**src/rtl/i2s_dac_transmitter.sv**
```systemverilog
// i2s_dac_transmitter: one-deep L/R holding registers serialised into 64-bclk Philips I2S frames
module i2s_dac_transmitter #(
  parameter int HALF_DIV   = 16,
  parameter int DATA_WIDTH = 24
) (
  input  logic                  clk,
  input  logic                  reset,
  input  logic                  enable,
  input  logic                  l_data_en,
  input  logic                  r_data_en,
  input  logic [DATA_WIDTH-1:0] l_data,
  input  logic [DATA_WIDTH-1:0] r_data,
  input  logic                  status_clr,
  output logic                  ready,
  output logic                  frame_start,
  output logic                  bclk,
  output logic                  lrclk,
  output logic                  s_data,
  output logic                  underrun,
  output logic                  overrun
);
  localparam int DIV_W = $clog2(2 * HALF_DIV);
  typedef enum logic [1:0] {IDLE, RUN, DRAIN} state_t;
  state_t r_state, w_state_nxt;
  logic [DIV_W-1:0] r_div, w_div_nxt;
  logic [5:0] r_pos, w_pos_nxt;
  logic [DATA_WIDTH-1:0] r_l_hold, r_r_hold;
  logic [63:0] r_frame;
  logic r_l_full, r_r_full, w_l_full_nxt, w_r_full_nxt;
  logic w_div_wrap, w_boundary, w_load, w_take;
  logic r_ready, r_frame_start, r_bclk, r_lrclk, r_s_data, r_underrun, r_overrun;
  always_comb begin
    w_div_wrap   = r_div == DIV_W'(2 * HALF_DIV - 1);
    w_boundary   = r_state == IDLE || (w_div_wrap && r_pos == 6'd63);
    w_load       = w_boundary && enable;
    w_take       = w_load && r_l_full && r_r_full;
    w_state_nxt  = enable ? RUN : (w_boundary ? IDLE : DRAIN);
    w_div_nxt    = (w_boundary || w_div_wrap) ? '0 : r_div + DIV_W'(1);
    w_pos_nxt    = w_boundary ? '0 : r_pos + 6'(w_div_wrap);
    w_l_full_nxt = l_data_en || (r_l_full && !w_take);
    w_r_full_nxt = r_data_en || (r_r_full && !w_take);
  end
  always_ff @(posedge clk) begin
    if (reset) begin
      r_state <= IDLE;
      r_div   <= '0;
      r_pos   <= '0;
    end else begin
      r_state <= w_state_nxt;
      r_div   <= w_div_nxt;
      r_pos   <= w_pos_nxt;
    end
  end
  // Outputs are decoded from the next counter values so every output lines up with frame_start.
  always_ff @(posedge clk) begin
    if (reset) begin
      r_l_full      <= 1'b0;
      r_r_full      <= 1'b0;
      r_l_hold      <= '0;
      r_r_hold      <= '0;
      r_frame       <= '0;
      r_ready       <= 1'b1;
      r_frame_start <= 1'b0;
      r_bclk        <= 1'b0;
      r_lrclk       <= 1'b0;
      r_s_data      <= 1'b0;
      r_underrun    <= 1'b0;
      r_overrun     <= 1'b0;
    end else begin
      r_l_full <= w_l_full_nxt;
      r_r_full <= w_r_full_nxt;
      if (l_data_en) r_l_hold <= l_data;
      if (r_data_en) r_r_hold <= r_data;
      // Frame bit 63-pos is sent at pos; each slot leads with the one-bit delay.
      if (w_load) r_frame <= w_take ? (64'(r_l_hold) << (63 - DATA_WIDTH)) | (64'(r_r_hold) << (31 - DATA_WIDTH)) : '0;
      r_underrun    <= (w_load && !w_take) || (r_underrun && !status_clr);
      r_overrun     <= (((l_data_en && r_l_full) || (r_data_en && r_r_full)) && !w_take) || (r_overrun && !status_clr);
      r_ready       <= !w_l_full_nxt && !w_r_full_nxt;
      r_frame_start <= w_load;
      r_bclk        <= w_div_nxt >= DIV_W'(HALF_DIV);
      r_lrclk       <= w_pos_nxt[5];
      r_s_data      <= r_frame[~w_pos_nxt];
    end
  end
  assign ready       = r_ready;
  assign frame_start = r_frame_start;
  assign bclk        = r_bclk;
  assign lrclk       = r_lrclk;
  assign s_data      = r_s_data;
  assign underrun    = r_underrun;
  assign overrun     = r_overrun;
endmodule

```
**config.mk**
```make
export PLATFORM = sky130hd
export DESIGN_NAME = i2s_dac_transmitter
export DESIGN_NICKNAME = d
export VERILOG_FILES = /design/src/rtl/i2s_dac_transmitter.sv
export SDC_FILE = /design/constraint.sdc
export NUM_CORES = 1
export LEC_CHECK = 0
export CORE_MARGIN = 8
export CORE_UTILIZATION = 35
export CTS_CLUSTER_SIZE = 10
export DETAILED_ROUTE_END_ITERATION = 8
export GPL_ROUTABILITY_DRIVEN = 1
export GPL_TIMING_DRIVEN = 0
export MAX_ROUTING_LAYER = met4
export REMOVE_ABC_BUFFERS = 1
export SLEW_MARGIN = 20
export SYNTH_ARGS = -nofsm -noshare
export SYNTH_HDL_FRONTEND = slang
export SYNTH_SLANG_ARGS = --single-unit
```
**constraint.sdc**
```tcl
create_clock -name clk -period 3 [get_ports clk]
set_input_delay 0.45 -clock clk [delete_from_list [all_inputs] [get_ports clk]]
set_output_delay 0.45 -clock clk [all_outputs]
set_load 0.005 [all_outputs]
```
==> results.json <==
{
  "status": "completed",
  "cts_inserted_buffers": 17,
  "synth_largest_area_cell": "dfxtp_1",
  "r2r_end": "s_data",
  "async_reset_ff_frac": 0,
  "rrSetupSlack_ns": 0.10,
  "cap_viol_max_count": 0,
  "worst_hold_startpoint": "l_data_en",
  "drt-pass1-iter-count": 5,
  "hold_depth": 3,
  "clk_path_buf_depth": 2,
  "r2r_start": "r_div[0]",
  "ant_nets": 0,
  "hold_violations": 0,
  "synth_area_leaders": "dfxtp_1 (51%), mux2i_1 (11%), nor2_1 (9.0%)",
  "p_leak_nw": 2.39,
  "dpl_cell_area_sq_um": 5300,
  "end_kind": "register",
  "design_area_sq_um": 6050,
  "totalWireLength_microns": 10500,
  "maxSlewHeadroom": 0.639,
  "drive_gt1_frac": 0.128,
  "clock_latency_ns": 0.40,
  "dieArea_sq_um": 16900,
  "tightest_slew_ns": 0.538,
  "coreArea_sq_um": 12700,
  "fin_crit_sh": 0.966,
  "slowest_delay_ns": 0.54,
  "synth.distinct_cells": 49,
  "avgRoutedWirePerCell_microns": 15.0,
  "syn-cell-area_sq_um": 4540,
  "grt_pass1_wl_microns": 17100,
  "numPortBuffers": 60,
  "area_delta_synth_final_pct": 33.0,
  "clkTransAtPathRegs_ns": 0.05,
  "via_count": 3499,
  "grt_overflow": 0,
  "path_cells": "ha_1, and3_1, ha_2, ha_4, mux4_2, a211oi_2, nor3_1, a221o_1, a32o_1",
  "htreeDepth": 4,
  "synthFlopType": "dfxtp_1",
  "finalNetCount": 580,
  "slew_viol_final": 0,
  "drt_iter0_drc": 221,
  "grt_antenna_before_repair": 0,
  "cts-root-buf": "clkbuf_16",
  "critPathMaxFanout": 16,
  "grt_max_degree": 64,
  "rsz0062_at_grt": "no",
  "yosysMostFrequentCell": "dfxtp_1",
  "synth_warnings": 0,
  "cts_tree": "yes",
  "worstRegToRegCells": 9,
  "irDropWorstVdd_uv": 314,
  "path_buf_inv": 0,
  "avgSynthCellArea_sq_um": 9.92,
  "routabilityCongestion": 0.853,
  "path_delay_family": "adder cells",
  "avgViaCountPerCell": 4.97,
  "critPathArrivalTime_ns": 3.18,
  "critPathKind": "register to register",
  "period_minus_slack_ns": 2.90,
  "fin_skew_ns": 0.0108,
  "crit_slowest_cell": "mux4_2",
  "netlist_top_cells_count": "dfxtp_1 (116), nor2_1 (109), mux2i_1 (51)",
  "powerDensity_nw_per_um2": 625,
  "ios": 61,
  "start_util": 0.359,
  "rows": 41,
  "grt_usage": 0.132,
  "hold_end": "r_l_hold[1]",
  "seq_area_frac_synth": 0.511,
  "crit_required_ns": 3.29,
  "drc": 0,
  "ys_ff_latch": 116,
  "final_cells": 704,
  "synth_cells": 458,
  "die_w_microns": 130,
  "dpl.hpwl_microns": 6910,
  "die_h_microns": 130,
  "diodes": 0,
  "synth-edff-count": 0,
  "first_global_vias": 3442,
  "finalSetupViolCount": 0,
  "hold_class": "input pin to register",
  "cts.sinks": 116,
  "synth_top_area_share": 0.511,
  "fmax_mhz": 345,
  "startpoint_type": "register",
  "placedCellCount": 661
}
[power breakdown]
group	switching (mW)	total (mW)	leakage [nW]	internal [mW]
registers	0.0287	1.62	0.946	1.59
logic	0.114	0.248	1.16	0.135
clock network	0.632	1.91	0.287	1.27
total	0.774	3.78	2.39	3.00
[how the worst max path moves through the flow]
stage	start	end	slack, ns	cells after the start
2_1_floorplan	r_div[0]	s_data	-0.03	9
3_3_place_gp	reset	s_data	-1.65	4
3_5_place_dp	r_div[0]	s_data	-0.62	11
4_1_cts	r_div[0]	s_data	0.01	9
5_1_grt	r_div[0]	s_data	0.02	9
6_report	r_div[0]	s_data	0.10	9
[worst reg2reg max path, delay by kind of cell, from the launching register on]
| family | cells | cell delay [ns] |
|---|---|---|
| muxes | 1 | 0.55 |
| adders and majority gates | 3 | 0.84 |
| and+or+nand+nor | 2 | 0.23 |
| DFF | 1 | 0.32 |
| AOI/OAI and AO/OA | 3 | 0.83 |
[cell type report]
class	count	area, sq um
Clock buffer	25	526
Clock inverter	4	45.0
Fill cell	1174	6630
Inverter	4	15.0
Multi-Input combinational cell	304	2110
Sequential cell	116	2320
Tap cell	172	215
Timing Repair Buffer	79	808
[registers in the layout (all words and copies together), names as in the netlist]
name         count
r_state          2
r_r_full         1
overrun          1
r_frame         48
r_l_full         1
frame_start      1
s_data           1
ready            1
r_l_hold        24
r_pos            6
r_div            5
underrun         1
r_r_hold        24
[per-stage QoR]
stage	setup TNS (ns)	util	hold WS [ns]	power, mW	setup slack, ns
floorplan	-0.852	-	0.418	1.74	-0.0338
global placement	-119.80	0.410	0.428	1.88	-1.65
detailed placement	-8.59	0.419	0.457	1.90	-0.621
CTS	0	0.467	0.358	3.82	0.0103
global route	0	0.477	0.373	3.92	0.0189
finish	0	0.477	0.364	3.78	0.102
[logic make-up after synthesis]
logic type,synth area share
multiplexers,0.146
AND/OR/NAND/NOR,0.136
XOR/XNOR,0.0132
flip-flops,0.511
AO/OA/AOI/OAI,0.143
adder cells (fa/ha/maj),0.0110
buffers and inverters,0.0391
[routing by layer]
metal | GRT usage | vias up | wire (microns)
li1 | - | 1771 | -
met1 | 0.159 | 1661 | 5100
met2 | 0.206 | 63 | 4990
met3 | 0.0351 | 4 | 386
met4 | 0.0499 | 0 | 59
met5 | - | - | 0
[repair_timing]
item | 4_1_cts | 5_1_grt
gates cloned | 0 | 0
gates resized for setup | 8 | 4
pin swaps | 1 | 3
setup endpoints to repair | 49 | 34
setup buffers | 0 | 14
hold buffers | 0 | 0
[layout by cell type, fill, tap and decap left out, types with 2 or more instances in the layout]
master           count
xnor2_1              2
mux4_2               2
clkdlybuf4s50_1     57
o21ai_0              3
a221o_1              2
clkbuf_16           17
a32o_1               2
and2_1               5
xor2_1               2
o221ai_1             2
dfxtp_1            116
ha_4                 2
mux2i_1             51
nand2_1              7
nand3_1              7
mux2_2               5
nor2_1             109
a21oi_1              8
clkbuf_8             7
nor4_1               3
inv_1                4
buf_2                2
a22oi_1             49
a31oi_1              3
buf_4               14
mux4_1               2
and3_1               2
clkinv_2             3
buf_12               3
buf_16               2
nor3_1               7
Power figures use the tool's default switching activity.
